==> src/rtl/cache_mem_arbiter.sv <==
// cache_mem_arbiter: shares one main-memory block port between the
// instruction-side cache (port 0) and the data-side cache (port 1).
// Each grant holds mem_rw/mem_addr/mem_wdata stable for MEM_LAT cycles,
// captures the read block on the last busy cycle, then pulses doneX.
// Optional build macro ARB_RR_EN: round-robin arbitration on conflicts.
// Without it, port 1 has fixed priority on conflicts.
module cache_mem_arbiter #(
  parameter int ADDR_W  = 10,
  parameter int DATA_W  = 128,
  parameter int MEM_LAT = 4     // legal range 1..15
) (
  input  logic              clk,
  input  logic              rst_n,
  input  logic              req0,
  input  logic              req1,
  input  logic              rw0,
  input  logic              rw1,
  input  logic [ADDR_W-1:0] addr0,
  input  logic [ADDR_W-1:0] addr1,
  input  logic [DATA_W-1:0] wdata0,
  input  logic [DATA_W-1:0] wdata1,
  output logic              gnt0,
  output logic              gnt1,
  output logic              done0,
  output logic              done1,
  output logic [DATA_W-1:0] rdata,
  output logic              mem_rw,
  output logic [ADDR_W-1:0] mem_addr,
  output logic [DATA_W-1:0] mem_wdata,
  input  logic [DATA_W-1:0] mem_rdata
);

  typedef enum logic [1:0] {IDLE, BUSY, DONE} state_t;

  localparam logic [3:0] CNT_INIT = 4'(MEM_LAT - 1);

  state_t            state, state_nxt;
  logic [3:0]        cnt, cnt_nxt;
  logic              gnt0_nxt, gnt1_nxt, done0_nxt, done1_nxt;
  logic [DATA_W-1:0] rdata_nxt;
  logic              mem_rw_nxt;
  logic [ADDR_W-1:0] mem_addr_nxt;
  logic [DATA_W-1:0] mem_wdata_nxt;
  logic              pick1;   // 1 when port 1 wins the IDLE-cycle arbitration

`ifdef ARB_RR_EN
  logic last, last_nxt;       // most recently granted port

  // Round-robin: on a conflict the port that was not granted last wins.
  always_comb begin
    pick1 = req1 & (~req0 | ~last);
  end
`else
  // Fixed priority: the data side always wins a conflict.
  always_comb begin
    pick1 = req1;
  end
`endif

  // Next-state and next-output logic; every register is updated from here.
  always_comb begin
    // NOTE: every variable gets a default first so no path leaves it unassigned (no latches).
    state_nxt     = state;
    cnt_nxt       = cnt;
    gnt0_nxt      = gnt0;
    gnt1_nxt      = gnt1;
    done0_nxt     = 1'b0;
    done1_nxt     = 1'b0;
    rdata_nxt     = rdata;
    mem_rw_nxt    = mem_rw;
    mem_addr_nxt  = mem_addr;
    mem_wdata_nxt = mem_wdata;
`ifdef ARB_RR_EN
    last_nxt      = last;
`endif
    case (state)
      IDLE: begin
        if (req0 || req1) begin
          state_nxt     = BUSY;
          cnt_nxt       = CNT_INIT;
          gnt0_nxt      = ~pick1;
          gnt1_nxt      = pick1;
          mem_rw_nxt    = pick1 ? rw1    : rw0;
          mem_addr_nxt  = pick1 ? addr1  : addr0;
          mem_wdata_nxt = pick1 ? wdata1 : wdata0;
`ifdef ARB_RR_EN
          last_nxt      = pick1;
`endif
        end
      end
      BUSY: begin
        if (cnt == 4'd0) begin
          if (!mem_rw) rdata_nxt = mem_rdata;
          mem_rw_nxt = 1'b0;
          done0_nxt  = gnt0;
          done1_nxt  = gnt1;
          state_nxt  = DONE;
        end else begin
          cnt_nxt = cnt - 4'd1;
        end
      end
      DONE: begin
        gnt0_nxt  = 1'b0;
        gnt1_nxt  = 1'b0;
        state_nxt = IDLE;
      end
      default: state_nxt = IDLE;
    endcase
  end

  // State and output registers; reset aborts any transaction in flight.
  always_ff @(posedge clk or negedge rst_n) begin
    if (!rst_n) begin
      state     <= IDLE;
      cnt       <= 4'd0;
      gnt0      <= 1'b0;
      gnt1      <= 1'b0;
      done0     <= 1'b0;
      done1     <= 1'b0;
      rdata     <= '0;
      mem_rw    <= 1'b0;
      mem_addr  <= '0;
      mem_wdata <= '0;
`ifdef ARB_RR_EN
      last      <= 1'b1;
`endif
    end else begin
      // NOTE: non-blocking assignments so all registers update together from pre-edge values.
      state     <= state_nxt;
      cnt       <= cnt_nxt;
      gnt0      <= gnt0_nxt;
      gnt1      <= gnt1_nxt;
      done0     <= done0_nxt;
      done1     <= done1_nxt;
      rdata     <= rdata_nxt;
      mem_rw    <= mem_rw_nxt;
      mem_addr  <= mem_addr_nxt;
      mem_wdata <= mem_wdata_nxt;
`ifdef ARB_RR_EN
      last      <= last_nxt;
`endif
    end
  end

endmodule

==> config.mk <==
export PLATFORM = sky130hd
export DESIGN_NAME = cache_mem_arbiter
export DESIGN_NICKNAME = d
export VERILOG_FILES = /design/src/rtl/cache_mem_arbiter.sv
export SDC_FILE = /design/constraint.sdc
export NUM_CORES = 1
export LEC_CHECK = 0
export BUFFER_PORTS_ARGS = -buffer_cell sky130_fd_sc_hd__buf_2
export CAP_MARGIN = 20
export CORE_AREA = 3 3 264 266
export CTS_CLUSTER_SIZE = 16
export DETAILED_ROUTE_END_ITERATION = 6
export DIE_AREA = 0 0 267 269
export SYNTH_ARGS = -nofsm -noshare
export SYNTH_HDL_FRONTEND = slang
export SYNTH_SLANG_ARGS = --single-unit
==> constraint.sdc <==
create_clock -name clk -period 3.8 [get_ports clk]
set_input_delay 0.38 -clock clk [delete_from_list [all_inputs] [get_ports clk]]
set_output_delay 0.38 -clock clk [all_outputs]
set_load 0.005 [all_outputs]
### After elaboration in Yosys (flattened, before gate mapping)

Cells that the tools add are included.

| operators by class | value |
|---|---|
| add/sub/neg operators | 1 |
| multipliers | 0 |
| div/mod/pow operators | 0 |
| $lt $le $gt $ge | 0 |
| equality and inequality tests | 5 |
| shifts and indexed selects | 0 |
| multiplexer cells | 20 |
| bitwise logic cells | 2 |
| reduce and logical (&&, ||, !) cells | 11 |

Operator list:

| operator | count |
|---|---|
| 2-to-1 mux 128 bit | 1 |
| 2-to-1 mux 10 bit | 1 |
| 2-to-1 mux 1 bit | 9 |
| AND reduction 3 bit | 3 |
| 2-to-1 mux 4 bit | 2 |
| one-hot mux 4 bit (2 select lines) | 1 |
| inequality test 2 bit, second input constant | 3 |
| one-hot mux 1 bit (2 select lines) | 3 |
| AND reduction 2 bit | 3 |
| zero test 4 bit | 1 |
| 2-to-1 mux 2 bit | 2 |
| one-hot mux 2 bit (2 select lines) | 1 |
| nonzero test 2 bit | 2 |
| subtractor 4 x 1 -> 4 bit, second input constant | 1 |
| == test 2 x 1 -> 1 bit, second input constant | 1 |
| == test 2 bit, second input constant | 1 |
| zero test 2 bit | 1 |
| NOT 1 bit | 2 |
| logical OR 1 bit | 1 |

| storage, ports and cells | value |
|---|---|
| register bits after elaboration | 277 |
| bits in latches | 0 |
| RAM bits | 0 |
| bits in read-only memories | 0 |
| output and inout port bits | 271 |
| memories kept | 0 |

### Longest topological paths before layout

Gate-level depths: netlist (run 1).

| logic depth | value |
|---|---|
| depth after elaboration | 3 |
| gate-level depth with buffers | 8 |
| gate-level depth less buffers | 5 |

### Worst setup path before layout (run 1)

OpenSTA, ideal clock, no wires.

| timing | value |
|---|---|
| kind | reg2reg |
| from | register cnt[0] |
| to | register rdata[61] |
| library setup time | 125 ps |
| arrival | 1487 ps |
| setup slack | 2188 ps |
| cell stages (with the launch flop) | 7 |
| buffers on the path | 2 |
| cells stage by stage | dfrtp_1 inv_1 ha_1 nand4_1 buf_2 buf_2 mux2_2 |

| on the way | value |
|---|---|
| longest elaborated chain between the ends | 2 |

Ends and longest elaborated chain:

| item | line | text |
|---|---|---|
| from (decl) | 38 | `logic [3:0] cnt, cnt_nxt;` |
| from (signal assigned) | 130 | `cnt <= cnt_nxt;` |
| zero test 4 bit | 92 | `if (cnt == 4'd0) begin` |
| AND reduction 3 bit (no source line) | -- |  |
| to (signal assigned) | 135 | `rdata <= rdata_nxt;` |
| to (decl) | 26 | `output logic [DATA_W-1:0] rdata,` |

No other way between the ends.
A chain may end at the register's enable or synchronous reset.

### Worst setup path in the final report (run 1)

| timing | value |
|---|---|
| from | register state[1] |
| to | register mem_wdata[106] |

| on the way | value |
|---|---|
| longest elaborated chain between the ends | 2 |

Ends and longest elaborated chain:

| item | line | text |
|---|---|---|
| from (decl) | 37 | `state_t state, state_nxt;` |
| from (signal assigned) | 129 | `state <= state_nxt;` |
| zero test 2 bit | 76 | `case (state)` |
| AND reduction 2 bit (no source line) | -- |  |
| to (signal assigned) | 138 | `mem_wdata <= mem_wdata_nxt;` |
| to (decl) | 29 | `output logic [DATA_W-1:0] mem_wdata,` |

No other way between the ends.

==> results of run 1 <==
-- through the flow --
step	area, um2	setup WS, ns	power (uW)
floorplan	11800	2.19	7740
global placement	16100	1.41	10100
detailed placement	16100	1.26	10300
CTS	17200	1.44	13600
global route	17200	1.32	14300
finish	17200	1.52	13400
-- registers in the layout, summed over array words and instances (netlist names) --
register and cells:
done1 1, done0 1, mem_wdata 128, cnt 4, mem_rw 1, gnt0 1
state 2, gnt1 1, rdata 128, mem_addr 10
-- placed cells by master (no fill, tap or decap), drive strengths merged, types with 2 or more instances in the layout --
master  Yosys  final
a21oi     280    280
or2         2      2
mux2      129    129
and2        3      3
nand2       3      3
dfrtp     277    277
nor2        3      3
clkbuf     46     55
ha          2      2
nand2b      2      2
inv         7      7
diode       0      4
buf        31    693
o21ai       3      3
mux2i     139    139
-- cell type report --
type | instances | area (um2)
Sequential cell | 277 | 6930
Clock buffer | 54 | 1050
Multi-Input combinational cell | 578 | 4490
Timing Repair Buffer | 695 | 3600
Tap cell | 873 | 1090
Fill cell | 7207 | 50000
Clock inverter | 3 | 42.5
Antenna cell | 4 | 10.0
Inverter | 7 | 26.3
-- worst paths after layout --
kind,start,endpoint,cells after the start
setup / recovery,state[1]$_DFFE_PN0P_,mem_wdata[106]$_DFFE_PN0P_,4
hold / removal,mem_rdata[34],rdata[34]$_DFFE_PN0P_,2
setup reg to reg,state[1]$_DFFE_PN0P_,mem_wdata[106]$_DFFE_PN0P_,4
hold reg to reg,cnt[0]$_DFFE_PN0P_,cnt[0]$_DFFE_PN0P_,1
max in group asynchronous,rst_n,rdata[9]$_DFFE_PN0P_,3
min in group asynchronous,rst_n,mem_wdata[77]$_DFFE_PN0P_,2
-- layer usage --
metal / global-route usage / vias up / wire, um
li1: - / 4691 / -
met1: 0.124 / 4852 / 16800
met2: 0.212 / 542 / 22800
met3: 0.0568 / 85 / 5060
met4: 0.0366 / 18 / 1280
met5: 0 / - / 117
-- critical path, stage by stage, from the launching register on --
cell and delay [ns]:
dfrtp_1 0.46, nor2_4 0.43, and2_4 0.55, buf_4 0.49, a21oi_1 0.15
-- power breakdown --
part | total, uW | leakage [uW] | internal [uW] | switching [uW]
sequential | 5260 | 0.00315 | 4450 | 812
combinational | 4920 | 0.00466 | 2420 | 2490
clock | 3180 | 0.000530 | 1950 | 1230
total | 13400 | 0.00834 | 8820 | 4540
-- cell families after synthesis --
group	share of synthesized area
AND/OR/NAND/NOR	0.00951
multiplexers	0.240
flip-flops	0.585
adder cells (fa/ha/maj)	0.00211
AO/OA/AOI/OAI	0.127
buffers and inverters	0.0359
==> results.yml, run 1 <==
grt:
  grt_max_degree: 129
  antenna_found_initial: 20
  grt_usage: 0.119
  grt_remaining_overflow: 0
  grt_pass1_vias: 10500
  grt_pass1_wl_um: 64300
clock_network:
  cts_sinks: 277
  cts_buffers: 34
  cts_resized: 0
  ctsHoldBuffers: 1
  cts.clk_slew.worst_paths_ns: 0.06
  cts_max_path_buffers: 3
  postCtsSetupBuffers: 0
  clock_latency_ns: 0.53
  cts.htree.levels: 2
  cts_tree: "done"
  root_buffer: "clkbuf_16"
cells_and_area:
  utilization: 0.256
  area_growth_pct: 45.6
  layout.nets: 2005
  drive_gt1_frac: 0.548
  fin_cells: 2491
sta:
  period_needed_ns: 2.28
  setup_violations: 0
  slew_headroom: 0.313
  period_share: 0.599
  rsz0062_at_grt: "no"
  final_max_slew_viol_count: 0
  fin_skew_ns: 0.0127
  hold_ws_ns: 0.0737
  max_freq_ghz: 0.439
  tightest_slew_ns: 1.03
  hold_viol: 0
  fin_tns_setup_ns: 0
yosys:
  yosys_most_used_dff: "dfrtp_1"
  synth_common_cells: "277 x dfrtp_1, 270 x a21oi_1, 139 x mux2i_1"
  synth-edff-count: 0
  synth_top_area_frac: 0.585
  synthesis.area_um2: 11800
  synth_most_common_cell: "dfrtp_1"
  synth.largest_area_cell: "dfrtp_1"
  ys_warn_count: 0
  ys_types: 31
  syn-num-nets: 1351
  netlist_instances: 939
  yosysSeqAreaShare: 0.585
  synthTopCellsByArea: "dfrtp_1 59%, mux2_2 12%, mux2i_1 12%, a21oi_1 11%, clkbuf_1 1.5%"
  synth_seq_cells: 277
  synthArstFlopShare: 1.00
  avgSynthCellArea_um2: 12.6
drt:
  drc_errors: 0
  via_per_inst: 4.09
  ant_nets: 0
  drtIter0Drc: 505
  wl_per_cell_um: 18.5
  detailroute.via_count: 10200
  wl_um: 46000
  drt_pass1_iterations: 5
min_path:
  hold_path.class: "in -> reg"
critical_path:
  rrSetupSlack_ns: 1.52
  required_ns: 4.18
  crit_type: "reg -> reg"
  crit_arrival_ns: 2.65
  start_kind: "flop"
  cp-end-kind: "flop"
  crit_fanout: 41
floorplanning:
  die_w_um: 267
  fp.dieH_um: 269
  start_util: 0.176
  io_pins: 681
  rows: 95
  coreArea_um2: 67300
  die_area_um2: 71800
power_and_ir_drop:
  max-vdd-ir-drop_mv: 0.424
  cellPowerDensity_nw_per_um2: 774
  power.leakage_uw: 0.00834
placed_design:
  gp_congestion: 0.851
  placed_cells: 2429
  port_buffers: 680
  dp_hpwl_um: 35600
status:
  status: "complete, no violations"
flow_run:
  maxCapViolCount: 0
(Power assumes the default switching activity.)
==> run 2, diff against run 1 <==
Settings changed: CORE_AREA 3 3 264 266 to 3 3 265 267, DIE_AREA 0 0 267 269 to 0 0 268 270.
Clock period 3.8 ns to 1.98 ns, I/O delays scaled along.
==> run 2 against run 1 <==
Compared with the run above:
- clock power rose by 120%
- non-clock buffer count rose by 404
- via count rose by 17%
- clock-buffer cell count fell by 5
- critical path depth rose by 1
- first-iteration DRC count fell by 3.2%
- critical path type unchanged
- critical endpoint is now rdata[69]$_DFFE_PN0P_
==> results.yml, run 2 (synthesis results as in run 1) <==
placed_design:
  port_buffers: 680
  dp_hpwl_um: 34000
  gp_congestion: 0.781
  place_area_um2: 16500
  placed_cells: 2471
drt:
  drt_pass1_iterations: 4
  wl_um: 50500
  drc_errors: 0
  wl_per_cell_um: 17.4
  detailroute.via_count: 11900
  via_per_inst: 4.10
  ant_nets: 0
  drtIter0Drc: 489
clock_network:
  cts_sinks: 277
  root_buffer: "clkbuf_16"
  cts_tree: "done"
  cts_buffers: 35
  cts.htree.levels: 2
  cts_max_path_buffers: 3
  postCtsSetupBuffers: 0
  cts.clk_slew.worst_paths_ns: 0.06
  clock_latency_ns: 0.56
cells_and_area:
  final_area_um2: 21500
  reg_top3: "mem_wdata (128), rdata (128), mem_addr (10)"
  layout.nets: 2410
  final_common_cell: "buf_2"
  area_growth_pct: 81.7
  fin_cells: 2909
  most-common-layout-cells: "678 x buf_2, 372 x dlygate4sd3_1, 277 x dfrtp_1, 270 x a21oi_1, 139 x mux2i_1"
  n_fill_cell: 6749
  drive_gt1_frac: 0.460
sta:
  hold_viol: 0
  tightest_slew_ns: 0.570
  fin_tns_setup_ns: 0
  max_freq_ghz: 0.549
  rsz0062_at_grt: "no"
  period_share: 0.920
  final_max_slew_viol_count: 0
  setup_violations: 0
  slew_headroom: 0.620
  fin_skew_ns: 0.0254
  period_needed_ns: 1.82
critical_path:
  required_ns: 2.40
  crit-reg2reg-launch: "state[1]$_DFFE_PN0P_"
  crit_path_start: "state[1]$_DFFE_PN0P_"
  critPathMaxStageDelay_ns: 0.45
  worst_path_most_repeated_cell: "buf_12"
  worstPathCellList: "nor3b_2 > nand4_1 > buf_12 > buf_12 > mux2_2"
  crit_fanout: 51
  crit_arrival_ns: 2.25
  start_kind: "flop"
  cp-end-kind: "flop"
  crit_slowest_cell: "dfrtp_1"
  crit_type: "reg -> reg"
floorplanning:
  die_w_um: 268
  io_pins: 681
  rows: 96
  die_area_um2: 72400
  coreArea_um2: 68300
  fp.dieH_um: 270
  start_util: 0.173
power_and_ir_drop:
  max-vdd-ir-drop_mv: 0.841
  power.leakage_uw: 0.0102
  cellPowerDensity_nw_per_um2: 1300
flow_run:
  maxCapViolCount: 0
grt:
  grt_remaining_overflow: 0
  grt_usage: 0.134
  grt_pass1_wl_um: 75400
  grt_max_degree: 76
  grt_pass1_vias: 13200
  antenna_found_initial: 3
min_path:
  hold_path_startpoint: "wdata0[52]"
  hold_path.class: "in -> reg"
status:
  status: "complete, no violations"
run 2: cell count changes in the layout (fill, tap and decap cells not counted), sizes merged:
| cell | before | now |
|---|---|---|
| buf | 693 | 726 |
| diode | 4 | 2 |
| clkinv | 1 | 7 |
| clkbuf | 55 | 50 |
| clkinvlp | 1 | 2 |
| dlygate4sd3 | 1 | 372 |
| bufinv | 1 | 5 |
| inv | 7 | 8 |
run 2: through the flow:
step                      hold WS (ns)  setup WS (ns)  power [uW]  utilization
after floorplan                -0.0976          0.368       14900            -
after global placement           0.169         0.0908       20100        0.242
after detailed placement         0.171         0.0716       20300        0.242
after CTS                     0.000986         0.0646       28100        0.315
after global routing           0.00708         0.0408       29800        0.315
final                           0.0259          0.158       27900        0.315
run 2: final cells by class:
type	instances	area (um2)	share of cell area
tap	882	1100	0.0513
inverter	7	26.3	0.00122
multi-input combinational	578	4490	0.209
sequential	277	6930	0.322
clock buffer	49	1020	0.0473
timing repair buffer	1099	7680	0.357
antenna	2	5.00	0.000233
clock inverter	15	250	0.0116
run 2: timing repair:
action	4_1_cts	5_1_grt
endpoints found under the hold margin	422	0
endpoints found under the setup margin	0	15
gates resized for setup	0	2
hold buffers	372	0
run 2: power by group:
part / total, uW / internal, uW / switching, uW
clock: 6940 / 4290 / 2650
combinational: 10900 / 5510 / 5370
sequential: 10100 / 8540 / 1550
total: 27900 / 18300 / 9570
run 2: final timing paths:
path / to / slack (ns) / cells after the start
worst max-delay path: rdata[69]$_DFFE_PN0P_ / 0.16 / 5
max in group asynchronous: mem_wdata[99]$_DFFE_PN0P_ / 1.09 / 3
min in group asynchronous: mem_wdata[38]$_DFFE_PN0P_ / 0.18 / 2
worst min register to register: rdata[5]$_DFFE_PN0P_ / 0.50 / 1
worst min-delay path: mem_wdata[52]$_DFFE_PN0P_ / 0.03 / 3
worst max register to register: rdata[69]$_DFFE_PN0P_ / 0.16 / 5
run 2: critical path: cells and delay by family, from the launching register on:
kind                   cells  cell delay [ns]
and+or+nand+nor            2             0.49
DFF                        1             0.45
buffers and inverters      2             0.37
muxes                      1             0.32
run 2: per-layer routing:
metal | wire length [um] | track usage | share of wire | up-vias
met4 | 2440 | 0.0639 | 0.048 | 2
li1 | - | - | - | 5509
met1 | 18600 | 0.142 | 0.37 | 5707
met2 | 23800 | 0.227 | 0.47 | 587
met5 | 11 | 0 | 0.00022 | -
met3 | 5640 | 0.0582 | 0.11 | 127
